### config.mk
export PLATFORM = sky130hd
export DESIGN_NAME = systolic_skew_feeder_flat
export DESIGN_NICKNAME = d
export VERILOG_FILES = /design/src/rtl/systolic_pkg.sv /design/src/rtl/systolic_skew_feeder_if.sv /design/src/rtl/skew_lane.sv /design/src/rtl/systolic_skew_feeder.sv /design/src/flat_wrapper.sv
export SDC_FILE = /design/constraint.sdc
export NUM_CORES = 2
export LEC_CHECK = 0
export ABC_CLOCK_PERIOD_IN_PS = 25500
export BUFFER_PORTS_ARGS = -buffer_cell sky130_fd_sc_hd__buf_2
export CAP_MARGIN = 15
export CORE_MARGIN = 4
export CORE_UTILIZATION = 32
export CTS_BUF_LIST = sky130_fd_sc_hd__clkbuf_4 sky130_fd_sc_hd__clkbuf_8
export CTS_CLUSTER_SIZE = 10
export DETAILED_ROUTE_END_ITERATION = 7
export PLACE_DENSITY = 0.52
export SLEW_MARGIN = 20
export SYNTH_ARGS = -nofsm -noshare
export SYNTH_HDL_FRONTEND = slang
export SYNTH_HIERARCHICAL = 1
export SYNTH_SLANG_ARGS = --single-unit
### constraint.sdc
create_clock -name clk -period 25.5 [get_ports clk]
set_input_delay 5.1 -clock clk [delete_from_list [all_inputs] [get_ports clk]]
set_output_delay 5.1 -clock clk [all_outputs]
set_load 0.01 [all_outputs]
### src/rtl/systolic_pkg.sv
// Shared types and sizing helpers for the systolic operand feeders.
package systolic_pkg;

  localparam int DIM_DEFAULT     = 8;
  localparam int BITS_AB_DEFAULT = 32;

  typedef enum logic [1:0] {
    EMPTY,
    LOAD,
    FULL,
    STREAM
  } feeder_state_t;

  function automatic int stream_beats(input int dim);
    return 2 * dim - 1;
  endfunction

endpackage

### src/rtl/systolic_skew_feeder_if.sv
// Load-side handshake bundle for systolic_skew_feeder: one tile row/column per accepted beat.
interface systolic_skew_feeder_if
  import systolic_pkg::*;
#(
  parameter int BITS_AB = BITS_AB_DEFAULT,
  parameter int DIM     = DIM_DEFAULT
);

  logic               in_valid;
  logic               in_ready;
  logic [BITS_AB-1:0] in_vec [DIM-1:0];

  modport master (
    output in_valid,
    output in_vec,
    input  in_ready
  );

  modport slave (
    input  in_valid,
    input  in_vec,
    output in_ready
  );

endinterface

### src/rtl/skew_lane.sv
// One output lane of the skew feeder: registers row[beat-lane] inside the lane's diagonal window, else zero.
module skew_lane
  import systolic_pkg::*;
#(
  parameter int BITS_AB = BITS_AB_DEFAULT,
  parameter int DIM     = DIM_DEFAULT,
  localparam int IW     = $clog2(DIM),
  localparam int SW     = $clog2(2 * DIM)
) (
  input  logic               clk,
  input  logic               rst_n,
  input  logic               en,
  input  logic [SW-1:0]      beat,
  input  logic [SW-1:0]      lane,
  input  logic [BITS_AB-1:0] row [DIM-1:0],
  output logic [BITS_AB-1:0] q
);

  logic [SW-1:0] off;
  logic          hit;

  always_comb begin
    off = beat - lane;
    hit = en && (beat >= lane) && (off < SW'(DIM));
  end

  always_ff @(posedge clk or negedge rst_n) begin
    if (!rst_n) begin
      q <= '0;
    end else if (hit) begin
      q <= row[off[IW-1:0]];
    end else begin
      q <= '0;
    end
  end

endmodule

### src/rtl/systolic_skew_feeder.sv
// Tile buffer + diagonal-skew streamer for one systolic_array edge.
// Define SKEW_FEEDER_TRANSPOSE_EN to store accepted vectors as columns (B-edge instance).
module systolic_skew_feeder
  import systolic_pkg::*;
#(
  parameter int BITS_AB = BITS_AB_DEFAULT,
  parameter int DIM     = DIM_DEFAULT
) (
  input  logic                  clk,
  input  logic                  rst_n,
  systolic_skew_feeder_if.slave ld,
  input  logic                  start,
  output logic                  busy,
  output logic                  full,
  output logic                  out_en,
  output logic [BITS_AB-1:0]    out_vec [DIM-1:0],
  output logic                  done
);

  localparam int IW = $clog2(DIM);
  localparam int LW = IW + 1;
  localparam int SW = $clog2(2 * DIM);

  localparam logic [LW-1:0] LCNT_LAST = LW'(DIM - 1);
  // STREAM spans one cycle beyond the last beat so that beat can be registered.
  localparam logic [SW-1:0] SCNT_LAST = SW'(stream_beats(DIM));

  feeder_state_t state_q, state_d;
  logic [LW-1:0] lcnt_q;
  logic [SW-1:0] scnt_q;
  logic          accept;
  logic          beat_en;
  logic          scnt_end;

  logic [BITS_AB-1:0] mem [DIM-1:0][DIM-1:0];

  always_comb begin
    accept   = ld.in_valid && ld.in_ready;
    scnt_end = (scnt_q == SCNT_LAST);
    beat_en  = (state_q == STREAM) && !scnt_end;
  end

  always_ff @(posedge clk or negedge rst_n) begin
    if (!rst_n) begin
      state_q <= EMPTY;
    end else begin
      state_q <= state_d;
    end
  end

  always_comb begin
    state_d = state_q;
    unique case (state_q)
      EMPTY:  if (accept) state_d = (DIM == 1) ? FULL : LOAD;
      LOAD:   if (accept && (lcnt_q == LCNT_LAST)) state_d = FULL;
      FULL:   if (start) state_d = STREAM;
      STREAM: if (scnt_end) state_d = EMPTY;
      default: state_d = EMPTY;
    endcase
  end

  always_comb begin
    ld.in_ready = (state_q == EMPTY) || (state_q == LOAD);
    busy        = (state_q == STREAM);
    full        = (state_q == FULL);
  end

  always_ff @(posedge clk or negedge rst_n) begin
    if (!rst_n) begin
      lcnt_q <= '0;
    end else if (accept) begin
      lcnt_q <= (lcnt_q == LCNT_LAST) ? '0 : lcnt_q + 1'b1;
    end
  end

  always_ff @(posedge clk or negedge rst_n) begin
    if (!rst_n) begin
      scnt_q <= '0;
    end else if (state_q == STREAM) begin
      scnt_q <= scnt_end ? '0 : scnt_q + 1'b1;
    end else begin
      scnt_q <= '0;
    end
  end

  always_ff @(posedge clk or negedge rst_n) begin
    if (!rst_n) begin
      out_en <= 1'b0;
      done   <= 1'b0;
    end else begin
      out_en <= beat_en;
      done   <= (state_q == STREAM) && scnt_end;
    end
  end

  always_ff @(posedge clk) begin
    if (accept) begin
      for (int unsigned k = 0; k < DIM; k++) begin
`ifdef SKEW_FEEDER_TRANSPOSE_EN
        mem[k][lcnt_q[IW-1:0]] <= ld.in_vec[k];
`else
        mem[lcnt_q[IW-1:0]][k] <= ld.in_vec[k];
`endif
      end
    end
  end

  for (genvar r = 0; r < DIM; r++) begin : g_lane
    skew_lane #(
      .BITS_AB(BITS_AB),
      .DIM    (DIM)
    ) u_lane (
      .clk  (clk),
      .rst_n(rst_n),
      .en   (beat_en),
      .beat (scnt_q),
      .lane (SW'(r)),
      .row  (mem[r]),
      .q    (out_vec[r])
    );
  end

endmodule
### src/flat_wrapper.sv
// flat-port wrapper written by rule: the top's interface ports become plain ports
module systolic_skew_feeder_flat import systolic_pkg::*;
#(
  parameter int BITS_AB = BITS_AB_DEFAULT,
  parameter int DIM     = DIM_DEFAULT
)
  (clk, rst_n, start, busy, full, out_en, out_vec, done, ld_in_valid, ld_in_vec, ld_in_ready);
  systolic_skew_feeder_if #(.BITS_AB(BITS_AB), .DIM(DIM)) ld_i ();
  input  logic clk;
  input  logic rst_n;
  input  logic start;
  output logic busy;
  output logic full;
  output logic out_en;
  output logic [BITS_AB-1:0] out_vec[DIM-1:0];
  output logic done;
  input wire logic [$bits(ld_i.in_valid)-1:0] ld_in_valid;
  input wire logic [$bits(ld_i.in_vec)-1:0] ld_in_vec;
  output wire logic [$bits(ld_i.in_ready)-1:0] ld_in_ready;
  assign ld_i.in_valid = ld_in_valid;
  assign ld_i.in_vec = {>>{ld_in_vec}};
  assign ld_in_ready = ld_i.in_ready;
  systolic_skew_feeder #(.BITS_AB(BITS_AB), .DIM(DIM)) u_core (.clk(clk), .rst_n(rst_n), .ld(ld_i), .start(start), .busy(busy), .full(full), .out_en(out_en), .out_vec(out_vec), .done(done));
endmodule
==> impl_metrics.csv <==
group,metric,value,unit
worst_setup_path,crit_start,"ld_in_valid",
worst_setup_path,crit_path_max_fanout,68,
floorplan,start_util,32.2,%
timing,fin_skew,0.100,ns
power,leakagePower,39.1,nW
timing,layout_min_cycle_time,8.28,ns
run_status,outcome,"finished clean",
synthesis,yosysUniqueCellTypes,32,
grt,grt_antenna_before_repair,77,
timing,worst_pin_slew,1.19,ns
clock_tree,postCtsHoldBufs,0,
grt,grt_pass1_wl,414,mm
synthesis,synth_cells,5482,
power,powerDensity,110,nW/um^2
clock_tree,cts_setup_buffers,0,
power,ir_drop,0.0762,mV
synthesis,yosys_warnings,6,
clock_tree,clk_pin_slew,0.06,ns
timing,finalHoldViolCount,0,
clock_tree,cts_made_buffers,386,
clock_tree,ctsHtreeMaxLevel,5,
worst_setup_path,required,26.10,ns
placed_design,hpwl,193,mm
route,wl_per_cell,29.7,um
finish,final_nets,6483,
worst_setup_path,worstSetupStartpointType,"input port",
floorplan,die_x,538,um
floorplan,rows,194,
min_path,worstHoldEndpoint,"u_core/lcnt_q[0]$_DFFE_PN0P_",
worst_setup_path,endpoint_kind,"register",
synthesis,async_flop_share,11.6,%
floorplan,ios,521,
route,drtPass1Iterations,5,
route,drc,0,
synthesis,synth_ff_type,"edfxtp_1",
route,via_per_inst,5.22,
worst_setup_path,critPathArrivalTime,8.87,ns
timing,fmax,0.121,GHz
clock_tree,cts_sinks,2316,
synthesis,synth_area,89900,sq um
timing,tns,0,ns
clock_tree,clkLatencyLatePin,1.06,ns
clock_tree,cts.path.max_buffers,4,
route,wirelength,304,mm
worst_setup_path,worstRegToRegCells,9,
placed_design,gp_congestion,0.805,
worst_setup_path,critical_path_class,"input port to register",
worst_setup_path,r2r-start,"u_core/scnt_q[1]$_DFF_PN0_",
synthesis,yosys_register_bits,2316,
synthesis,synth-seq-area-share,75.9,%
min_path,hold_depth,2,
floorplan,die_h,538,um
clock_tree,cts_resized,0,
floorplan,dieArea,289000,sq um
clock_tree,clockRootBuffer,"clkbuf_8",
floorplan,coreArea,279000,sq um
synthesis,synth_edf_count,2048,
min_path,hold_class,"register to register",
route,vias,53444,
timing,setup_violations,0,
worst_setup_path,r2r_slack,20.48,ns
route,ant_nets,0,
timing,relSlewSlack,20.4,%
min_path,min_from,"u_core/lcnt_q[0]$_DFFE_PN0P_",
placed_design,port_buffers,520,
timing,rsz0062_at_grt,"no",
finish,drive_above_1_share,20.5,%
route,drt-initial-drc-count,5316,
timing,finalMaxSlewViolations,0,
grt,gr-total-overflow,0,
grt,track_usage,20.3,%
worst_setup_path,r2r-end,"u_core/g_lane[6].u_lane/q[12]$_DFF_PN0_",
finish,area_growth,17.0,%
synthesis,syn_avg_cell_area,16.4,sq um
flow_run,cap_violations,0,
grt,grt_pass1_vias,52398,
grt,grt_start_max_net_pins,169,
finish,fin_util,37.6,%
timing,post-route-period-util,32.5,%
clock_tree,cts_tree,"built",
## sequential cells by signal, indices dropped and copies added, names as in the netlist
signal and cells:
u_core/state_q 2, u_core/out_en 1, u_core/lcnt_q 4, u_core/mem 2048, u_core/scnt_q 4, u_core/g_lane.u_lane/q 256, u_core/done 1
## placed cells by master, fill, tap and decap left out, types with 3 or more instances in the layout
cell type / netlist / routed
clkbuf_8: 0 / 421
clkbuf_4: 0 / 130
dfrtp_1: 268 / 268
a21oi_1: 264 / 264
xor2_4: 0 / 8
buf_2: 160 / 519
mux2i_1: 1033 / 1025
nor2_4: 0 / 6
xnor2_4: 0 / 8
ha_1: 39 / 31
ha_4: 0 / 8
clkinv_1: 0 / 64
diode_2: 0 / 19
nand2b_1: 3 / 3
bufinv_16: 0 / 8
mux2i_4: 0 / 8
nand3_1: 1042 / 1042
inv_6: 0 / 4
clkinv_2: 0 / 44
nor2_1: 14 / 8
o21a_4: 0 / 7
buf_4: 0 / 103
o21ai_1: 9 / 9
inv_4: 0 / 8
clkinvlp_4: 0 / 4
buf_12: 0 / 3
inv_8: 0 / 4
nand2_1: 28 / 28
clkinv_8: 0 / 9
nor3_1: 10 / 8
inv_12: 0 / 6
inv_1: 45 / 45
fa_4: 0 / 8
nand4_1: 256 / 256
nor2b_1: 8 / 8
edfxtp_1: 2048 / 2048
conb_1: 2 / 40
## synth_stat cells (2+ instances only)
| cell | number | area, sq um |
|---|---|---|
| buf_1 | 16 | 60.1 |
| o21ai_1 | 9 | 45.0 |
| xnor2_1 | 2 | 17.5 |
| inv_1 | 45 | 169 |
| nor3_1 | 10 | 50.1 |
| mux2i_1 | 1033 | 10300 |
| inv_2 | 8 | 30.0 |
| nand2_1 | 28 | 105 |
| nand2b_1 | 3 | 18.8 |
| xnor2_2 | 8 | 130 |
| clkbuf_1 | 184 | 691 |
| a21oi_1 | 264 | 1320 |
| xor2_2 | 8 | 130 |
| dfrtp_1 | 268 | 6710 |
| or2b_1 | 2 | 15.0 |
| ha_1 | 39 | 488 |
| o21a_1 | 9 | 67.6 |
| nand3_1 | 1042 | 5220 |
| nor2_1 | 14 | 52.6 |
| mux2_2 | 2 | 22.5 |
| nand4_1 | 256 | 1600 |
| conb_1 | 2 | 7.51 |
| buf_2 | 160 | 801 |
| edfxtp_1 | 2048 | 61500 |
| nor2b_1 | 8 | 50.1 |
| fa_1 | 8 | 160 |
## logic make-up (layout without fill, tap and decap cells)
kind of cell	after synthesis	in the layout	share of synthesized area (%)
other	2	59	0.00836
AOI/OAI and AO/OA	284	284	1.62
buffers and inverters	413	1379	1.95
DFF	2316	2316	75.9
and+or+nand+nor	1365	1365	7.92
adders and majority gates	47	47	0.721
muxes	1036	1036	11.5
xor gates and xnor gates	19	19	0.319
## power by group
group	internal (W)	leakage (nW)	switching (W)
combinational	0.00113	12.6	0.00252
clock	0.00181	4.19	0.00154
sequential	0.00451	22.2	0.0000721
total	0.00745	39.1	0.00413
## critical path, cell delays in order
cell	delay [ns]
buf_2	0.11
o21a_1	0.35
or2b_1	0.40
nor2_4	0.60
buf_4	0.59
buf_4	0.68
buf_4	0.81
## layout make-up
cell class / count / area (sq um)
inverters: 53 / 219
diodes: 19 / 47.5
clock buffers: 551 / 6770
well taps: 3724 / 4660
repair buffers: 628 / 3500
clock inverters: 147 / 1130
flip-flops and latches: 2316 / 68200
fillers: 26305 / 174000
multi-input cells: 2791 / 20600
## through the flow
step                      hold WS [ns]  total power (W)  worst slack, ns  std cells  instance area (sq um)
after floorplan                  0.506          0.00708             1.54       5520                  90000
after global placement           0.538          0.00824            16.08       9508                  97100
after detailed placement         0.552          0.00828            15.93       9510                  97100
after CTS                        0.569           0.0117            17.04      10208                 105000
after global routing             0.596           0.0120            17.12      10219                 105000
final                            0.563           0.0116            17.22      10229                 105000
## metal layers
| layer | up-vias | part of all wire [%] | GRT usage (%) |
|---|---|---|---|
| li1 | 22807 | - | - |
| met1 | 27708 | 43 | 28.3 |
| met2 | 2450 | 46 | 31.8 |
| met3 | 459 | 7.5 | 4.11 |
| met4 | 20 | 3.1 | 6.81 |
| met5 | - | 0.044 | 0 |
## how the worst max path moves through the flow
stage	slack, ns	end	cells after the start
CTS	17.04	u_core/mem[6][175]$_DFFE_PP_	7
detailed placement	15.93	u_core/mem[6][239]$_DFFE_PP_	7
global placement	16.08	u_core/mem[6][111]$_DFFE_PP_	7
floorplan	1.54	u_core/mem[0][0]$_DFFE_PP_	3
finish	17.22	u_core/mem[6][175]$_DFFE_PP_	7
global route	17.12	u_core/mem[6][143]$_DFFE_PP_	7
(Power assumes the default switching activity.)
